`config.mk`:
```
export PLATFORM = sky130hd
export DESIGN_NAME = key_conditioner_flat
export DESIGN_NICKNAME = d
export VERILOG_FILES = /design/src/rtl/key_conditioner_if.sv /design/src/rtl/key_conditioner.sv /design/src/flat_wrapper.sv
export SDC_FILE = /design/constraint.sdc
export NUM_CORES = 1
export LEC_CHECK = 0
export BUFFER_PORTS_ARGS = -buffer_cell sky130_fd_sc_hd__buf_2
export CORE_ASPECT_RATIO = 0.8
export CORE_MARGIN = 2
export CORE_UTILIZATION = 55
export CTS_CLUSTER_DIAMETER = 120
export CTS_CLUSTER_SIZE = 20
export DETAILED_ROUTE_END_ITERATION = 12
export GPL_TIMING_DRIVEN = 0
export PLACE_DENSITY = 0.74
export SETUP_SLACK_MARGIN = 0.15
export SYNTH_ARGS = -nofsm -noshare
export SYNTH_HDL_FRONTEND = slang
export SYNTH_SLANG_ARGS = --single-unit
```
`constraint.sdc`:
```
create_clock -name iCLK_50M -period 2.7 [get_ports iCLK_50M]
set_input_delay 0.27 -clock iCLK_50M [delete_from_list [all_inputs] [get_ports iCLK_50M]]
set_output_delay 0.27 -clock iCLK_50M [all_outputs]
set_load 0.02 [all_outputs]
```
`src/rtl/key_conditioner_if.sv`:
```
// Key bus between raw pushbuttons and the conditioned level/action outputs.
interface key_conditioner_if;
  logic [3:0] iKEY;     // raw pushbuttons, active-low
  logic [3:0] oLevel;   // debounced held state, active-high
  logic [3:0] oAction;  // one-cycle press / auto-repeat pulses

  modport master (output iKEY, input oLevel, oAction);
  modport slave  (input iKEY, output oLevel, oAction);
endinterface

```
`src/rtl/key_conditioner.sv`:
```
// Four-key synchronizer, debouncer and press-pulse generator.
// Define KEY_CONDITIONER_REPEAT_EN to add per-key auto-repeat.
module key_conditioner #(
  parameter int unsigned DEBOUNCE_CYCLES = 1000000,
  parameter int unsigned REPEAT_DELAY    = 12500000,
  parameter int unsigned REPEAT_RATE     = 2500000,
  parameter logic [3:0]  REPEAT_MASK     = 4'b0110
) (
  input  logic          iCLK_50M,
  input  logic          iRST_N,
  key_conditioner_if.slave kbus
);

  localparam int unsigned DW = $clog2(DEBOUNCE_CYCLES) + 1;

  logic [3:0]    sync1_q, sync2_q;
  logic [3:0]    level_q, level_d;
  logic [3:0]    action_q, action_d;
  logic [3:0]    rise, fall;
  logic [DW-1:0] dcnt_q [4];
  logic [DW-1:0] dcnt_d [4];

  // Counter runs only while the synchronized key disagrees with the accepted level.
  always_comb begin
    for (int unsigned i = 0; i < 4; i++) begin
      level_d[i] = level_q[i];
      dcnt_d[i]  = '0;
      rise[i]    = 1'b0;
      fall[i]    = 1'b0;
      if (~sync2_q[i] != level_q[i]) begin
        if (dcnt_q[i] + DW'(1) == DW'(DEBOUNCE_CYCLES)) begin
          level_d[i] = ~level_q[i];
          rise[i]    = ~level_q[i];
          fall[i]    = level_q[i];
        end else begin
          dcnt_d[i] = dcnt_q[i] + DW'(1);
        end
      end
    end
  end

`ifdef KEY_CONDITIONER_REPEAT_EN
  localparam int unsigned RMAX = (REPEAT_DELAY > REPEAT_RATE) ? REPEAT_DELAY : REPEAT_RATE;
  localparam int unsigned RW   = $clog2(RMAX) + 1;

  localparam logic [1:0] ST_IDLE   = 2'd0;
  localparam logic [1:0] ST_WAIT   = 2'd1;
  localparam logic [1:0] ST_REPEAT = 2'd2;

  logic [1:0]    st_q   [4];
  logic [1:0]    st_d   [4];
  logic [RW-1:0] rcnt_q [4];
  logic [RW-1:0] rcnt_d [4];
  logic [3:0]    rpt;

  // Release is checked first so a repeat due on the release cycle is dropped.
  always_comb begin
    for (int unsigned i = 0; i < 4; i++) begin
      st_d[i]   = st_q[i];
      rcnt_d[i] = rcnt_q[i];
      rpt[i]    = 1'b0;
      if (fall[i]) begin
        st_d[i]   = ST_IDLE;
        rcnt_d[i] = '0;
      end else if (rise[i]) begin
        st_d[i]   = ST_WAIT;
        rcnt_d[i] = '0;
      end else begin
        case (st_q[i])
          ST_WAIT: begin
            if (REPEAT_MASK[i]) begin
              if (rcnt_q[i] + RW'(1) == RW'(REPEAT_DELAY)) begin
                st_d[i]   = ST_REPEAT;
                rcnt_d[i] = '0;
                rpt[i]    = 1'b1;
              end else begin
                rcnt_d[i] = rcnt_q[i] + RW'(1);
              end
            end
          end
          ST_REPEAT: begin
            if (rcnt_q[i] + RW'(1) == RW'(REPEAT_RATE)) begin
              rcnt_d[i] = '0;
              rpt[i]    = 1'b1;
            end else begin
              rcnt_d[i] = rcnt_q[i] + RW'(1);
            end
          end
          default: ;
        endcase
      end
    end
  end

  always_ff @(posedge iCLK_50M or negedge iRST_N) begin
    if (!iRST_N) begin
      for (int unsigned i = 0; i < 4; i++) begin
        st_q[i]   <= ST_IDLE;
        rcnt_q[i] <= '0;
      end
    end else begin
      for (int unsigned i = 0; i < 4; i++) begin
        st_q[i]   <= st_d[i];
        rcnt_q[i] <= rcnt_d[i];
      end
    end
  end

  assign action_d = rise | rpt;
`else
  assign action_d = rise;
`endif

  always_ff @(posedge iCLK_50M or negedge iRST_N) begin
    if (!iRST_N) begin
      sync1_q  <= '1;
      sync2_q  <= '1;
      level_q  <= '0;
      action_q <= '0;
      for (int unsigned i = 0; i < 4; i++) begin
        dcnt_q[i] <= '0;
      end
    end else begin
      sync1_q  <= kbus.iKEY;
      sync2_q  <= sync1_q;
      level_q  <= level_d;
      action_q <= action_d;
      for (int unsigned i = 0; i < 4; i++) begin
        dcnt_q[i] <= dcnt_d[i];
      end
    end
  end

  assign kbus.oLevel  = level_q;
  assign kbus.oAction = action_q;

endmodule

```
`src/flat_wrapper.sv`:
```
// flat-port wrapper written by rule: the top's interface ports become plain ports
module key_conditioner_flat 
#(
  parameter int unsigned DEBOUNCE_CYCLES = 1000000,
  parameter int unsigned REPEAT_DELAY    = 12500000,
  parameter int unsigned REPEAT_RATE     = 2500000,
  parameter logic [3:0]  REPEAT_MASK     = 4'b0110
)
  (iCLK_50M, iRST_N, kbus_iKEY, kbus_oLevel, kbus_oAction);
  key_conditioner_if kbus_i ();
  input  logic iCLK_50M;
  input  logic iRST_N;
  input wire logic [$bits(kbus_i.iKEY)-1:0] kbus_iKEY;
  output wire logic [$bits(kbus_i.oLevel)-1:0] kbus_oLevel;
  output wire logic [$bits(kbus_i.oAction)-1:0] kbus_oAction;
  assign kbus_i.iKEY = kbus_iKEY;
  assign kbus_oLevel = kbus_i.oLevel;
  assign kbus_oAction = kbus_i.oAction;
  key_conditioner #(.DEBOUNCE_CYCLES(DEBOUNCE_CYCLES), .REPEAT_DELAY(REPEAT_DELAY), .REPEAT_RATE(REPEAT_RATE), .REPEAT_MASK(REPEAT_MASK)) u_core (.iCLK_50M(iCLK_50M), .iRST_N(iRST_N), .kbus(kbus_i));
endmodule
```
# After elaboration in Yosys (flattened, before gate mapping)
# Cells that the tools add are included.
# op_classes
eq_ne,8
bitwise,8
add_sub_neg,4
muxes,16
n_reduce_logical,4
# ops
op,n
$mux 21,8
$add 21x1->21 const B,4
$eq 21x20->1 const B,4
$mux 1,8
$not 1->1,8
$reduce_and 2->1,4
$ne 1x1->1,4
# totals
output_inout_bits,8
ff_bits,100
word_cells,51

# Longest topological paths before layout
# depth
word_depth,4
mapped_depth,9
depth_no_buf,7

# Worst setup path after synthesis
# OpenSTA, ideal clock, no wires.
# synth_timing
kind,flip-flop to flip-flop
start,register u_core.dcnt_q[21] (netlist bit)
end,register u_core.dcnt_q[21] (netlist bit)
period_less_slack_ps,2591
path_buffers,1
slack_ps,109
setup_time_ps,134
arrival_ps,2457
stages_incl_launch_ff,9
path_cell_list,dfrtp_1 ha_1 nand2_1 or4_4 or3_1 a32o_1 nor4_4 buf_6 nor3_1
# synth_rtl
item,line_no,rtl
"start, declared",key_conditioner.sv:20,logic [DW-1:0] dcnt_q [4];
"start signal, assigned by index",key_conditioner.sv:129,dcnt_q[i] <= dcnt_d[i];

==> flow_summary.ini <==
[cts]
cts_num_sinks = 100
clk_latency_ps = 350
cts_buffers = 9
h-tree-depth = 3
path_clk_slew_ps = 70
cts_max_path_buffers = 2
cts_tree = built
cts_root_buf = clkbuf_16

[sta]
fin_crit_ps = 2560
post-route-period-util_pct = 95.0
setup_violations = 0
slew_headroom_pct = 63.7
final_hold_viol_count = 0
maxSlewViolCount = 0
fin_skew_ps = 4.83
tightestPinTransition_ps = 545
rsz0062_at_grt = yes
max_freq_mhz = 390

[drt]
drc = 0
ant_nets = 0
drt-initial-drc-count = 315
totalWireLength_mm = 12.5
wl_per_cell_um = 16.1
vias = 4529
vias_per_cell = 5.84
first_pass_iters = 5

[floorplanning]
dieArea_um2 = 10700
initial_core_util_pct = 56.4
die_h_um = 93.0
num_rows = 32
core-area_um2 = 9650
fp.dieW_um = 115
io_pins = 14

[synth]
synthArstFlopShare_pct = 100
netlist_area_um2 = 5440
synth_ff_type = dfrtp_1
seq_area_frac_synth_pct = 46.2
synth-edff-count = 0
synth_cell_types = 64
ys_ff_latch = 100
synthesis.nets = 577
yosys_warnings = 0
netlist_instances = 567
syn-mean-instance-area_um2 = 9.60

[critical_path]
crit_path_start_kind = register
worstPathArrival_ps = 2810
slowest_stage = or4_4
path_buf_inv = 1
setup.worst_path.end_class = register
cp.required_ps = 2940
max_stage_delay_ps = 580
cp_top_family = simple AND/OR/NAND/NOR gates
worstPathCellList = buf_4 -> nand3_4 -> or4_1 -> a221oi_2 -> nand3b_1 -> or4_4 -> and3_1
critPathMaxFanout = 9
critPathKind = register to register

[power]
peakVddDrop_mv = 0.345
power.density_nw_per_um2 = 473
leakage_nw = 2.67
power_w = 0.00314

[final_layout]
drive_above_1_share_pct = 23.0
fin_util_pct = 68.8
nFillCells = 700
layout-area-overhead-vs-synth_pct = 22.0
antennaDiodeCount = 0
final_nets = 644

[placement]
dpl.hpwl_mm = 7.38
routabilityCongestion = 0.895
port_buffers = 13

[job]
maxCapViolations = 0

[status]
status = finished, final reports clean

[global_routing]
antenna_found_initial = 0
grt_usage_pct = 22.6
overflow = 0
grt_max_degree = 71
grt_pass1_vias = 4110
grt_pass1_wl_mm = 19.3

[hold_path]
hp-class = input pin to register
## flip-flops by register name, summed over array words and instances, names as in the netlist
signal               count
u_core.sync2_q           4
u_core.sync1_q           4
u_core.dcnt_q           84
u_core.kbus.oLevel       4
u_core.kbus.oAction      4
## area by class of cell
class,count,area (um^2),area share [%]
Timing Repair Buffer,56,417,6.28
Multi-Input combinational cell,428,2990,45.1
Buffer,25,150,2.26
Clock inverter,5,100,1.51
Inverter,14,52.6,0.792
Sequential cell,100,2520,38.0
Clock buffer,11,233,3.51
Tap cell,136,170,2.56
## power by group
part	switching, W	total [W]	internal (W)
sequential	0.0000246	0.00155	0.00152
combinational	0.0000754	0.000124	0.0000483
clock	0.000565	0.00147	0.000904
## cells in the final DEF (no fill, tap or decap), drive strengths merged, types with 4 or more instances in the layout
master   n
nand4   24
nor4    14
dfrtp   92
nand3   38
inv     14
mux2i    7
nor3b    9
nor3    40
and2    10
buf     63
a211oi   6
a31oi    7
xnor2   38
xor2    36
dfstp    8
nand2   34
ha       4
and3     9
or2      6
clkbuf  28
nand2b   5
nor2    67
a21oi    6
o21ai    7
or3      7
and4     8
## per-stage QoR
stage	std cells	instance area, um^2	worst slack (ps)	TNS, ps	hold slack [ps]
2_1_floorplan	567	5440	171	0	-25.6
3_3_place_gp	716	5680	-293	-9320	346
3_5_place_dp	717	5710	-350	-11280	234
4_1_cts	752	6340	151	0	9.03
5_1_grt	775	6640	73.8	0	3.25
6_report	775	6640	136	0	11.4
## repair_timing
item,CTS,global route
hold buffers,1,0
pin swaps,7,18
endpoints found under the setup margin,64,63
hold endpoints to repair,28,0
resized for setup,39,35
setup buffers,18,23
## layer usage
| layer | up-vias | global-route usage (%) | share of wire [%] |
|---|---|---|---|
| li1 | 2166 | - | - |
| met1 | 2218 | 31.7 | 47 |
| met2 | 128 | 35.3 | 48 |
| met3 | 17 | 4.97 | 4.4 |
| met4 | 0 | 6.63 | 1.3 |
| met5 | - | 0 | 0 |
## worst reg2reg max path, delay by kind of cell (launching register included)
family          cells  cell delay (ps)
compound gates      1              280
buf+inv             1              150
flops               1              390
simple gates        5             1620
## Yosys cell counts (7+ instances only)
library cell | number | share of area [%]
a31oi_1 | 7 | 0.80
o21ai_0 | 7 | 0.64
nor4_1 | 11 | 1.3
nor3_1 | 40 | 3.7
xor2_1 | 36 | 5.8
inv_1 | 14 | 0.97
and4_1 | 7 | 1.1
nand3_1 | 37 | 3.4
nor3b_1 | 9 | 1.2
dfrtp_1 | 92 | 42
clkbuf_1 | 18 | 1.2
nand4_1 | 24 | 2.8
mux2i_1 | 7 | 1.3
nand2_1 | 34 | 2.3
dfstp_2 | 8 | 3.9
and2_1 | 9 | 1.0
and3_1 | 8 | 0.92
nor2_1 | 67 | 4.6
xnor2_1 | 38 | 6.1
## kinds of logic after synthesis
| logic type | share of synthesized area (%) |
|---|---|
| adder cells (fa/ha/maj) | 0.920 |
| AND/OR/NAND/NOR | 28.6 |
| AO/OA/AOI/OAI | 7.61 |
| XOR/XNOR | 11.9 |
| flip-flops | 46.2 |
| buffers and inverters | 3.29 |
| multiplexers | 1.49 |
## path summary, 6_finish.rpt
kind / from / to / slack [ps] / depth (start not counted)
min reg2reg: u_core.sync1_q[0] / u_core.sync2_q[0] / 360 / 0
max: u_core.dcnt_q[42] / u_core.dcnt_q[43] / 140 / 7
max reg2reg: u_core.dcnt_q[42] / u_core.dcnt_q[43] / 140 / 7
max in group asynchronous: iRST_N / u_core.sync2_q[2] / 1590 / 3
min in group asynchronous: iRST_N / u_core.dcnt_q[56] / 400 / 2
min: kbus_iKEY[0] / u_core.sync1_q[0] / 10 / 1
No activity file was read; power rests on OpenSTA's default activity.
